### src/rtl/key_pkg.sv
// rtl/key_pkg.sv - shared types and default timing for the multi-key debouncer
//
// Purpose : FSM state encoding, default debounce/long-press windows and a
//           small helper used by every key channel.
// Ports   : none (package).
// Config  : KEY_LONGPRESS_EN (see key_channel_funcmod) does not affect this file.
package key_pkg;

  // Per-channel debounce FSM encoding.
  typedef enum logic [1:0] {
    IDLE    = 2'd0,
    DB_DOWN = 2'd1,
    HELD    = 2'd2,
    DB_UP   = 2'd3
  } key_state_t;

  // Default timing for a 50 MHz CLOCK: 10 ms debounce, 1 s long press.
  localparam int CLK_HZ             = 50_000_000;
  localparam int T_DEBOUNCE_DEFAULT = CLK_HZ / 100;
  localparam int T_LONG_DEFAULT     = CLK_HZ;

  // The debounced level is "pressed" for the whole held phase, including
  // the release debounce window (a release is not believed until confirmed).
  function automatic logic is_pressed(input key_state_t s);
    return (s == HELD) || (s == DB_UP);
  endfunction

endpackage

### src/rtl/key_channel_funcmod.sv
// rtl/key_channel_funcmod.sv - one debounced key channel
//
// Purpose : two-flop synchroniser, 4-state debounce FSM, debounce counter and
//           (with KEY_LONGPRESS_EN defined) a saturating long-press counter.
// Ports   : CLOCK   in  system clock, posedge
//           RESET   in  asynchronous active-low reset
//           KEY     in  raw key pin, active-low, asynchronous
//           PRESS   out one-cycle pulse per confirmed press
//           RELEASE out one-cycle pulse per confirmed release
//           LONG    out one-cycle pulse after T_LONG cycles held (0 if disabled)
//           STATE   out debounced level, 1 = pressed
// Config  : KEY_LONGPRESS_EN - when undefined the long counter is absent,
//           LONG is tied to 0 and T_LONG is ignored.
module key_channel_funcmod
  import key_pkg::*;
#(
  parameter int T_DEBOUNCE = T_DEBOUNCE_DEFAULT,
  parameter int T_LONG     = T_LONG_DEFAULT
) (
  input  logic CLOCK,
  input  logic RESET,
  input  logic KEY,
  output logic PRESS,
  output logic RELEASE,
  output logic LONG,
  output logic STATE
);

  localparam int DW = $clog2(T_DEBOUNCE);
  localparam int LW = $clog2(T_LONG + 1);
  localparam logic [DW-1:0] DB_LAST = DW'(T_DEBOUNCE - 1);

  logic            sync1;
  logic            k2;
  key_state_t      state_q, state_d;
  logic [DW-1:0]   db_cnt_q, db_cnt_d;
  logic            press_d;
  logic            release_d;

  // Synchroniser idles high so reset never looks like a press.
  always_ff @(posedge CLOCK or negedge RESET) begin
    if (!RESET) begin
      sync1 <= 1'b1;
      k2    <= 1'b1;
    end else begin
      sync1 <= KEY;
      k2    <= sync1;
    end
  end

  // Only the synchronised level at the end of the window decides the
  // outcome; bounces inside the window neither restart nor abort it.
  always_comb begin
    state_d   = state_q;
    db_cnt_d  = db_cnt_q;
    press_d   = 1'b0;
    release_d = 1'b0;
    case (state_q)
      IDLE: begin
        db_cnt_d = '0;
        if (!k2) state_d = DB_DOWN;
      end
      DB_DOWN: begin
        if (db_cnt_q == DB_LAST) begin
          db_cnt_d = '0;
          if (!k2) begin
            state_d = HELD;
            press_d = 1'b1;
          end else begin
            state_d = IDLE;
          end
        end else begin
          db_cnt_d = db_cnt_q + DW'(1);
        end
      end
      HELD: begin
        db_cnt_d = '0;
        if (k2) state_d = DB_UP;
      end
      DB_UP: begin
        if (db_cnt_q == DB_LAST) begin
          db_cnt_d = '0;
          if (k2) begin
            state_d   = IDLE;
            release_d = 1'b1;
          end else begin
            state_d = HELD;
          end
        end else begin
          db_cnt_d = db_cnt_q + DW'(1);
        end
      end
      default: begin
        state_d  = IDLE;
        db_cnt_d = '0;
      end
    endcase
  end

  always_ff @(posedge CLOCK or negedge RESET) begin
    if (!RESET) begin
      state_q  <= IDLE;
      db_cnt_q <= '0;
      PRESS    <= 1'b0;
      RELEASE  <= 1'b0;
    end else begin
      state_q  <= state_d;
      db_cnt_q <= db_cnt_d;
      PRESS    <= press_d;
      RELEASE  <= release_d;
    end
  end

  assign STATE = is_pressed(state_q);

`ifdef KEY_LONGPRESS_EN
  localparam logic [LW-1:0] LONG_MAX  = LW'(T_LONG);
  localparam logic [LW-1:0] LONG_LAST = LW'(T_LONG - 1);

  logic [LW-1:0] long_cnt_q, long_cnt_d;
  logic          long_d;

  // Cleared only on a confirmed press, so an aborted release (DB_UP back to
  // HELD) keeps counting and LONG can fire at most once per press. Leaving
  // for IDLE takes priority, which also keeps LONG and RELEASE exclusive.
  always_comb begin
    long_cnt_d = long_cnt_q;
    long_d     = 1'b0;
    if (press_d) begin
      long_cnt_d = '0;
    end else if (state_d == IDLE) begin
      long_cnt_d = '0;
    end else if (is_pressed(state_q) && (long_cnt_q != LONG_MAX)) begin
      long_cnt_d = long_cnt_q + LW'(1);
      long_d     = (long_cnt_q == LONG_LAST);
    end
  end

  always_ff @(posedge CLOCK or negedge RESET) begin
    if (!RESET) begin
      long_cnt_q <= '0;
      LONG       <= 1'b0;
    end else begin
      long_cnt_q <= long_cnt_d;
      LONG       <= long_d;
    end
  end
`else
  logic [LW-1:0] unused_long_limit;
  assign unused_long_limit = LW'(T_LONG);
  assign LONG = 1'b0;
`endif

endmodule

### src/rtl/key_multi_funcmod.sv
// rtl/key_multi_funcmod.sv - N_KEY independent active-low key debouncers
//
// Purpose : generates one key_channel_funcmod per key and concatenates the
//           per-channel pulses and levels into N_KEY-wide buses.
// Ports   : CLOCK   in  system clock, posedge
//           RESET   in  asynchronous active-low reset
//           KEY     in  [N_KEY] raw key pins, active-low, idle high
//           PRESS   out [N_KEY] one-cycle press pulses
//           RELEASE out [N_KEY] one-cycle release pulses
//           LONG    out [N_KEY] one-cycle long-press pulses
//           STATE   out [N_KEY] debounced levels, 1 = pressed
// Config  : KEY_LONGPRESS_EN enables the long-press counters in every channel.
module key_multi_funcmod
  import key_pkg::*;
#(
  parameter int N_KEY      = 4,
  parameter int T_DEBOUNCE = T_DEBOUNCE_DEFAULT,
  parameter int T_LONG     = T_LONG_DEFAULT
) (
  input  logic             CLOCK,
  input  logic             RESET,
  input  logic [N_KEY-1:0] KEY,
  output logic [N_KEY-1:0] PRESS,
  output logic [N_KEY-1:0] RELEASE,
  output logic [N_KEY-1:0] LONG,
  output logic [N_KEY-1:0] STATE
);

  for (genvar g = 0; g < N_KEY; g++) begin : g_key
    key_channel_funcmod #(
      .T_DEBOUNCE (T_DEBOUNCE),
      .T_LONG     (T_LONG)
    ) u_channel (
      .CLOCK   (CLOCK),
      .RESET   (RESET),
      .KEY     (KEY[g]),
      .PRESS   (PRESS[g]),
      .RELEASE (RELEASE[g]),
      .LONG    (LONG[g]),
      .STATE   (STATE[g])
    );
  end

endmodule

### config.mk
export PLATFORM = sky130hd
export DESIGN_NAME = key_multi_funcmod
export DESIGN_NICKNAME = d
export VERILOG_FILES = /design/src/rtl/key_pkg.sv /design/src/rtl/key_channel_funcmod.sv /design/src/rtl/key_multi_funcmod.sv
export SDC_FILE = /design/constraint.sdc
export NUM_CORES = 1
export LEC_CHECK = 0
export BUFFER_PORTS_ARGS = -buffer_cell sky130_fd_sc_hd__buf_4
export CAP_MARGIN = 40
export CORE_UTILIZATION = 40
export CTS_BUF_LIST = sky130_fd_sc_hd__clkbuf_4
export DETAILED_ROUTE_END_ITERATION = 16
export GPL_ROUTABILITY_DRIVEN = 0
export HOLD_SLACK_MARGIN = 0.1
export MAX_ROUTING_LAYER = met4
export PLACE_DENSITY = 0.58
export REMOVE_ABC_BUFFERS = 1
export SETUP_SLACK_MARGIN = 0.15
export SYNTH_ARGS = -nofsm -noshare
export SYNTH_HDL_FRONTEND = slang
export SYNTH_SLANG_ARGS = --single-unit
### constraint.sdc
create_clock -name CLOCK -period 4.4 [get_ports CLOCK]
set_input_delay 0.66 -clock CLOCK [delete_from_list [all_inputs] [get_ports CLOCK]]
set_output_delay 0.66 -clock CLOCK [all_outputs]
set_load 0.02 [all_outputs]
==> flow_summary_export.csv, run 1 <==
group,metric,value,unit
global_route,grt_max_degree,63,
clock_network,htreeDepth,3,
global_route,track_usage,15.0,%
clock_network,cts_buffer_depth,2,
power,pwr-share-clk,36.4,%
yosys,synth_warnings,0,
timing,worstMarginPinSlew,0.773,ns
setup_path,endpoint_kind,"flip-flop",
floorplanning,die-area,12300,sq um
outcome,violations,"design-rule violations",
setup_path,timing.rr.end,"g_key[1].u_channel.db_cnt_q[9]",
routing,wl,8440,microns
clock_network,cts_sinks,100,
floorplanning,rows,39,
yosys,yosysTopAreaCell,"dfrtp_1",
finish,drive_above_1_share,11.2,%
yosys,avgSynthCellArea,10.1,sq um
routing,wl_per_cell,13.5,microns
global_route,grt_pass1_vias,3059,
routing,via_per_inst,5.23,
timing,finalHoldViolations,0,
hold_path,min_path_type,"input port to asynchronous set/reset pin",
power,power_density,296,nW/um^2
setup_path,critPathMaxFanout,17,
routing,drtIter0Drc,211,
finish,nNetsFinal,486,
power,intPower,1180,uW
power,combPwrFrac,1.7,%
timing,maxSlewViolCount,0,
power,p_seq_share,61.9,%
setup_path,path_class,"flip-flop to flip-flop",
yosys,synth_edf_count,0,
floorplanning,start_util,41.3,%
timing,finalClockSkew,0.0151,ns
setup_path,worst_setup_path_start_kind,"flip-flop",
timing,relSlewSlack,48.5,%
yosys,synth_seq_area_share,52.9,%
clock_network,post_cts_resized,0,
placed_design,hpwl,5500,microns
yosys,synthTopCellsByCount,"92 x dfrtp_1, 64 x nor2_1, 30 x nand2_1, 30 x xnor2_1, 26 x nand3_1",
clock_network,ctsHoldBuffers,0,
routing,route.detailed.drc,7,
yosys,postSynthCellCount,472,
setup_path,critPathSlowestCell,"or4b_2",
run,drv_cap,0,
power,sw_frac_of_total,21.3,%
routing,firstDrtPassIters,10,
timing,finalSetupViolations,0,
clock_network,clk_latency,0.44,ns
power,p_leak,0.00214,uW
clock_network,cts_tree,"yes",
yosys,synth.cell_area,4750,sq um
global_route,antenna_found_initial,0,
yosys,synth_most_common_cell,"dfrtp_1",
yosys,synth-seq-cells,100,
setup_path,required,4.71,ns
finish,n_antenna_cell,0,
clock_network,cts_setup_buffers,0,
floorplanning,coreArea,11500,sq um
yosys,synth-async-reset-ratio,100,%
floorplanning,ios,22,
setup_path,r2r_start,"g_key[1].u_channel.db_cnt_q[9]",
setup_path,rrSetupSlack,1.95,ns
yosys,ys_types,39,
setup_path,startpoint,"g_key[1].u_channel.db_cnt_q[9]",
yosys,synth_top_area_share,48.4,%
floorplanning,die_x,111,microns
timing,finalCritPeriodShare,55.6,%
timing,fmax,409,MHz
floorplanning,die_h,111,microns
timing,setup_tns,0,ns
routing,ant_nets,0,
power,p_switching,319,uW
timing,period_needed,2.45,ns
clock_network,clk_pin_slew,0.15,ns
yosys,synth_flop_cell,"dfrtp_1",
setup_path,reg2reg_depth,4,
timing,rsz0062_at_grt,"no",
global_route,grt_pass1_wl,14700,microns
setup_path,cp.arrival,2.76,ns
setup_path,critical_path.cell_chain,"or4b_2 > or4_1 > o21ai_2 > nor2_1",
global_route,grt_overflow,0,
yosys,ys_top_cells_by_area,"dfrtp_1 48%, xnor2_1 5.5%, nor2_1 5.1%",
routing,dr_total_vias,3265,
setup_path,critPathMaxStageDelay,0.65,ns
clock_network,root_buffer,"clkbuf_4",
finish,area_growth,6.69,%
timing,whs,0.261,ns
outcome,status,"complete, but fails checks",
placed_design,portBuffers,17,
power,max-vdd-ir-drop,0.199,mV
clock_network,numCtsBuffers,9,
==> layout by cell type, fill, tap and decap left out, types with 3 or more instances in the layout <==
master	Yosys	layout
dfrtp_1	92	92
nor2_1	64	64
nand2_1	30	30
xnor2_1	30	30
nand3_1	26	26
xor2_1	25	25
buf_4	17	19
nand4_1	18	18
nor4_1	18	18
a21oi_1	17	17
inv_1	16	16
or4_1	14	14
o31ai_1	12	12
clkbuf_4	0	12
or3_1	11	11
o21ai_0	9	9
and2_1	9	9
dfstp_2	8	8
and4_1	7	7
and3_1	6	6
nor3_1	5	5
ha_1	4	4
conb_1	1	4
or2_2	3	3
mux2i_1	3	3
==> sequential cells by signal (all words and copies together) (netlist names), named ones only <==
register	flops
g_key.u_channel.sync1	4
g_key.u_channel.db_cnt_q	76
g_key.u_channel.PRESS	4
g_key.u_channel.k2	4
g_key.u_channel.RELEASE	4
g_key.u_channel.state_q	4
==> power by group through the flow <==
stage	clock network [uW]	registers, uW	logic [uW]
floorplan	0	945	4.29
global route	605	930	30.3
detailed placement	0	946	27.1
finish	546	929	25.3
global placement	0	946	26.8
CTS	571	929	27.1
==> worst max-delay path by stage <==
stage / slack (ns) / depth (start not counted) / to
3_3_place_gp: 2.03 / 4 / g_key[0].u_channel.state_q[0]
4_1_cts: 1.96 / 4 / g_key[1].u_channel.db_cnt_q[5]
2_1_floorplan: 2.24 / 4 / g_key[0].u_channel.state_q[0]
3_5_place_dp: 1.97 / 4 / g_key[0].u_channel.state_q[0]
6_report: 1.95 / 4 / g_key[1].u_channel.db_cnt_q[9]
5_1_grt: 1.84 / 4 / g_key[1].u_channel.db_cnt_q[5]
==> worst max-delay path, delay by kind of cell, from the launching register on <==
| kind | cells | cell delay, ns |
|---|---|---|
| simple gates | 3 | 1.25 |
| compound gates | 1 | 0.61 |
| flops | 1 | 0.46 |
==> kinds of logic (layout without fill, tap and decap cells) <==
logic type | after synthesis | in the layout | synth area share [%]
adder cells (fa/ha/maj) | 4 | 4 | 1.05
flip-flops | 100 | 100 | 52.9
other | 1 | 4 | 0.0789
AO/OA/AOI/OAI | 42 | 42 | 5.32
multiplexers | 3 | 3 | 0.632
buffers and inverters | 45 | 51 | 5.05
AND/OR/NAND/NOR | 222 | 222 | 24.9
XOR/XNOR | 55 | 55 | 10.1
==> cell type report <==
class                   instances  area, sq um
clock buffers                  12         90.1
clock inverters                 4         75.1
fillers                      1092         6440
inverters                      16         60.1
multi-input cells             330         2010
flip-flops and latches        100         2510
well taps                     143          179
repair buffers                 19          143
==> stage by stage <==
| stage | total power [uW] | setup WS, ns | instance area, sq um | instances | util (%) |
|---|---|---|---|---|---|
| 2_1_floorplan | 950 | 2.24 | 4580 | 446 | - |
| 3_3_place_gp | 973 | 2.03 | 4900 | 607 | 42.5 |
| 3_5_place_dp | 973 | 1.97 | 4910 | 608 | 42.6 |
| 4_1_cts | 1530 | 1.96 | 5070 | 624 | 44.0 |
| 5_1_grt | 1570 | 1.84 | 5070 | 624 | 44.0 |
| 6_report | 1500 | 1.95 | 5070 | 624 | 44.0 |
==> routing by layer <==
layer / up-vias / share of wire, % / track usage [%]
li1: 1635 / - / -
met5: - / 0 / -
met4: 0 / 1.2 / 4.95
met2: 54 / 43 / 21.8
met1: 1564 / 52 / 20.3
met3: 12 / 4.2 / 4.21
(Power assumes the default switching activity.)
==> run 2: changes to the inputs <==
clock period = 2.3 ns   (was 4.4 ns; I/O delays follow)
==> run 2 against run 1 <==
The flow still finishes with violations (design-rule violations); setup slack worse by 1.7 ns; fmax up 18%; combinational power is 150% higher; count of clock-buffer cells in the layout fell by 3; die area unchanged; first-iteration DRC count fell by 27%; largest power group unchanged; flip-flop and latch count did not move; highest routed layer unchanged.
==> flow_summary_export.csv, run 2 (synthesized netlist as in run 1, its figures left out) <==
group,metric,value,unit
global_route,grt_max_degree,40,
setup_path,critPathSlowestCell,"or4_4",
timing,period_needed,2.07,ns
finish,n_antenna_cell,0,
setup_path,critPathMaxStageDelay,0.53,ns
routing,ant_nets,0,
setup_path,cp_num_buf_inv,0,
finish,regArea,2510,sq um
placed_design,post_dp_cell_area,4980,sq um
setup_path,critical_path.cell_chain,"or4b_1 > or4_4 > or3_4 > mux2i_1",
setup_path,worst_setup_path_start_kind,"flip-flop",
power,combPwrFrac,2.4,%
clock_network,root_buffer,"clkbuf_4",
floorplanning,die_x,111,microns
outcome,violations,"design-rule violations",
floorplanning,die-area,12300,sq um
power,intPower,2010,uW
hold_path,min_path_type,"input port to asynchronous set/reset pin",
setup_path,path_class,"flip-flop to flip-flop",
finish,stdcell_area,5170,sq um
setup_path,path_delay_family,"simple AND/OR/NAND/NOR gates",
power,sw_frac_of_total,23.9,%
floorplanning,rows,39,
floorplanning,start_util,41.3,%
routing,dr_total_vias,3344,
timing,finalHoldViolations,0,
routing,wl,8620,microns
timing,rsz0062_at_grt,"no",
setup_path,critPathMaxFanout,5,
power,max-vdd-ir-drop,0.334,mV
run,drv_cap,0,
global_route,grt_pass1_vias,3192,
placed_design,hpwl,5860,microns
clock_network,htreeDepth,3,
timing,finalSetupViolations,0,
global_route,track_usage,15.4,%
floorplanning,coreArea,11500,sq um
setup_path,required,2.67,ns
setup_path,cp.arrival,2.45,ns
finish,max_flop_register,"g_key.u_channel.db_cnt_q",
routing,firstDrtPassIters,11,
setup_path,endpoint_kind,"flip-flop",
timing,finalClockSkew,0.0126,ns
finish,largest_reg_flops,76,
global_route,antenna_found_initial,0,
finish,multi_input_area,2020,sq um
power,p_leak,0.00219,uW
finish,final_common_cell,"dfrtp_1",
routing,via_per_inst,5.25,
power,power_density,510,nW/um^2
clock_network,cts_tree,"yes",
routing,wl_per_cell,13.5,microns
timing,setup_tns,0,ns
timing,maxSlewViolCount,0,
clock_network,cts_sinks,100,
routing,drtIter0Drc,153,
power,pwr-share-clk,30.3,%
finish,nNetsFinal,499,
finish,drive_above_1_share,13.0,%
power,p_seq_share,67.4,%
placed_design,portBuffers,17,
power,p_switching,631,uW
timing,fmax,482,MHz
timing,finalCritPeriodShare,90.2,%
power,total_power,2640,uW
routing,route.detailed.drc,6,
floorplanning,ios,22,
clock_network,clk_latency,0.47,ns
floorplanning,die_h,111,microns
clock_network,numCtsBuffers,9,
finish,layout_common_cells,"91 x dfrtp_1, 64 x nor2_1, 30 x nand2_1, 30 x xnor2_1, 26 x nand3_1",
clock_network,cts_buffer_depth,2,
finish,final.fill_count,1107,
clock_network,clk_pin_slew,0.15,ns
global_route,grt_pass1_wl,14800,microns
finish,area_growth,8.84,%
outcome,status,"complete, but fails checks",
global_route,grt_overflow,0,
## run 2: path summary, 6_finish.rpt
| kind | slack (ns) | to | startpoint | cells after the start |
|---|---|---|---|---|
| worst min-delay path | 0.34 | g_key[3].u_channel.db_cnt_q[8] | RESET | 2 |
| max in group asynchronous | 1.28 | g_key[2].u_channel.sync1 | RESET | 3 |
| worst max-delay path | 0.23 | flip-flop | g_key[0].u_channel.db_cnt_q[12] | 4 |
| worst max register to register | 0.23 | flip-flop | g_key[0].u_channel.db_cnt_q[12] | 4 |
| min in group CLOCK | 0.36 | g_key[0].u_channel.k2 | g_key[0].u_channel.sync1 | 0 |
| worst min register to register | 0.36 | g_key[0].u_channel.k2 | g_key[0].u_channel.sync1 | 0 |
## run 2: routing by layer
metal  wire length (microns)  track usage (%)
met1                    4330             19.6
met2                    3810             23.1
met3                     373             5.08
met4                     108             5.23
met5                       0                -
## run 2: power groups by stage
stage | combinational [uW] | clock (uW) | sequential [uW]
floorplan | 8.21 | 0 | 1810
detailed placement | 58.6 | 0 | 1810
CTS | 65.8 | 852 | 1780
global route | 71.8 | 933 | 1780
global placement | 57.5 | 0 | 1810
finish | 62.0 | 799 | 1780
## run 2: timing repair
action / 4_1_cts / 5_1_grt
gates resized for setup: 0 / 3
buffers inserted: 0 / 3
setup endpoints to repair: 0 / 14
hold endpoints to repair: 31 / 0
hold buffers: 5 / 0
## run 2: area by class of cell
cell class,instances,area share [%]
Inverter,16,1.16
Clock inverter,7,0.822
Tap cell,143,3.46
Clock buffer,9,1.31
Sequential cell,100,48.6
Multi-Input combinational cell,330,39.1
Timing Repair Buffer,32,5.61
## run 2: worst register-to-register path: stages, from the launching register on
cell,delay [ns]
dfrtp_1,0.45
or4b_1,0.51
or4_4,0.53
or3_4,0.36
mux2i_1,0.13
## run 2: stage by stage
stage	cells	setup slack, ns	hold slack, ns	utilization [%]
6_report	637	0.226	0.340	44.9
5_1_grt	637	0.150	0.334	44.9
4_1_cts	634	0.185	0.314	44.6
3_5_place_dp	613	0.208	0.313	43.3
3_3_place_gp	613	0.214	0.311	43.3
2_1_floorplan	446	0.139	0.0494	-
==> run 3: changes to the inputs <==
GPL_TIMING_DRIVEN = 0   (was unset)
==> run 3 against run 2 <==
The run still ends with design-rule violations left; routed wire length shrank 2.8%; setup slack got worse by 0.059 ns; critical path depth stayed put; largest cell class unchanged; combinational power down 3.5%.
==> flow_summary_export.csv, run 3 (synthesized netlist as in run 1, its figures left out) <==
group,metric,value,unit
timing,worstMarginPinSlew,0.574,ns
routing,ant_nets,0,
global_route,track_usage,15.5,%
setup_path,cp_num_buf_inv,0,
timing,finalClockSkew,0.0199,ns
timing,finalSetupViolations,0,
clock_network,clk_pin_slew,0.13,ns
timing,setup_tns,0,ns
timing,rsz0062_at_grt,"yes",
routing,dr_total_vias,3297,
placed_design,hpwl,5550,microns
floorplanning,die_h,111,microns
floorplanning,ios,22,
setup_path,worst_setup_path_start_kind,"flip-flop",
setup_path,path_delay_family,"simple AND/OR/NAND/NOR gates",
global_route,grt_max_degree,58,
clock_network,cts_buffer_depth,2,
clock_network,cts_tree,"yes",
outcome,violations,"design-rule violations",
floorplanning,die_x,111,microns
global_route,grt_pass1_wl,15000,microns
finish,area_growth,9.66,%
timing,finalHoldViolations,0,
floorplanning,die-area,12300,sq um
floorplanning,rows,39,
timing,period_needed,2.13,ns
timing,fmax,469,MHz
power,p_leak,0.00220,uW
routing,route.detailed.drc,6,
placed_design,dp_cells,608,
clock_network,clk_latency,0.46,ns
global_route,grt_overflow,0,
routing,wl,8380,microns
floorplanning,start_util,41.3,%
floorplanning,coreArea,11500,sq um
power,power_density,505,nW/um^2
placed_design,portBuffers,17,
setup_path,cp.arrival,2.48,ns
outcome,status,"complete, but fails checks",
setup_path,endpoint_kind,"flip-flop",
finish,largest_reg_flops,76,
power,max-vdd-ir-drop,0.260,mV
routing,firstDrtPassIters,10,
setup_path,critPathMaxStageDelay,0.53,ns
finish,nNetsFinal,500,
setup_path,path_class,"flip-flop to flip-flop",
run,drv_cap,0,
timing,finalCritPeriodShare,92.7,%
finish,layout_common_cells,"90 x dfrtp_1, 63 x nor2_1, 30 x nand2_1, 30 x xnor2_1, 26 x nand3_1",
routing,wl_per_cell,13.1,microns
setup_path,critPathMaxFanout,3,
timing,relSlewSlack,61.7,%
clock_network,root_buffer,"clkbuf_4",
setup_path,critPathSlowestCell,"or4_1",
finish,final_common_cell,"dfrtp_1",
setup_path,required,2.65,ns
finish,instances_no_fill,638,
setup_path,critical_path.cell_chain,"or4_1 > or4_4 > or3_4 > mux2i_1",
finish,max_flop_register,"g_key.u_channel.db_cnt_q",
finish,n_antenna_cell,0,
timing,maxSlewViolCount,0,
hold_path,min_path_type,"flip-flop to flip-flop",
routing,via_per_inst,5.17,
routing,drtIter0Drc,174,
clock_network,cts_sinks,100,
finish,drive_above_1_share,13.5,%
global_route,antenna_found_initial,0,
global_route,grt_pass1_vias,3186,
clock_network,htreeDepth,3,
clock_network,numCtsBuffers,9,
==> run 3: worst register-to-register path, delay by kind of cell, from the launching register on <==
family           cells  cell delay, ns
DFF                  1            0.42
and+or+nand+nor      3            1.49
muxes                1            0.13
==> run 3: layer usage <==
metal,track usage [%],part of all wire (%),wire length [microns]
met4,4.32,1.1,95
met5,-,0,0
met2,22.9,45,3740
met3,5.25,4.0,334
met1,20.3,50,4210
==> run 3: report_power, final <==
| group | switching, uW | total (uW) | internal (uW) |
|---|---|---|---|
| sequential | 5.45 | 1780 | 1770 |
| combinational | 42.2 | 59.8 | 17.6 |
| clock | 556 | 796 | 240 |
| total | 604 | 2630 | 2030 |
==> run 3: final timing paths <==
check	from	endpoint	slack, ns	cells after the start
max in group asynchronous	RESET	g_key[3].u_channel.k2	1.18	3
worst max register to register	g_key[0].u_channel.db_cnt_q[7]	flip-flop	0.17	4
min in group asynchronous	RESET	g_key[2].u_channel.db_cnt_q[0]	0.41	2
worst min-delay path	g_key[0].u_channel.sync1	g_key[0].u_channel.k2	0.36	0
worst max-delay path	g_key[0].u_channel.db_cnt_q[7]	flip-flop	0.17	4
worst min register to register	g_key[0].u_channel.sync1	g_key[0].u_channel.k2	0.36	0
==> run 3: final cells by class <==
type                            count  area, sq um
Inverter                           16         60.1
Timing Repair Buffer               33          305
Clock inverter                      5         28.8
Tap cell                          143          179
Fill cell                        1105         6300
Multi-Input combinational cell    330         2040
Clock buffer                       11         82.6
Sequential cell                   100         2510
==> run 3: timing repair <==
item	in CTS	in global routing
pin swaps	2	4
setup buffers	2	7
endpoints found under the setup margin	35	32
hold endpoints to repair	42	0
gates resized for setup	2	6
hold buffers	5	0
==> run 3: through the flow <==
stage	hold WS [ns]	setup slack (ns)	utilization [%]	cell area, sq um	total power (uW)
finish	0.361	0.167	45.3	5210	2630
global route	0.372	0.132	45.3	5210	2770
CTS	0.369	0.140	44.7	5140	2700
detailed placement	0.347	-0.157	42.8	4930	1870
global placement	0.347	-0.136	42.5	4890	1860
floorplan	0.0494	0.139	-	4580	1820
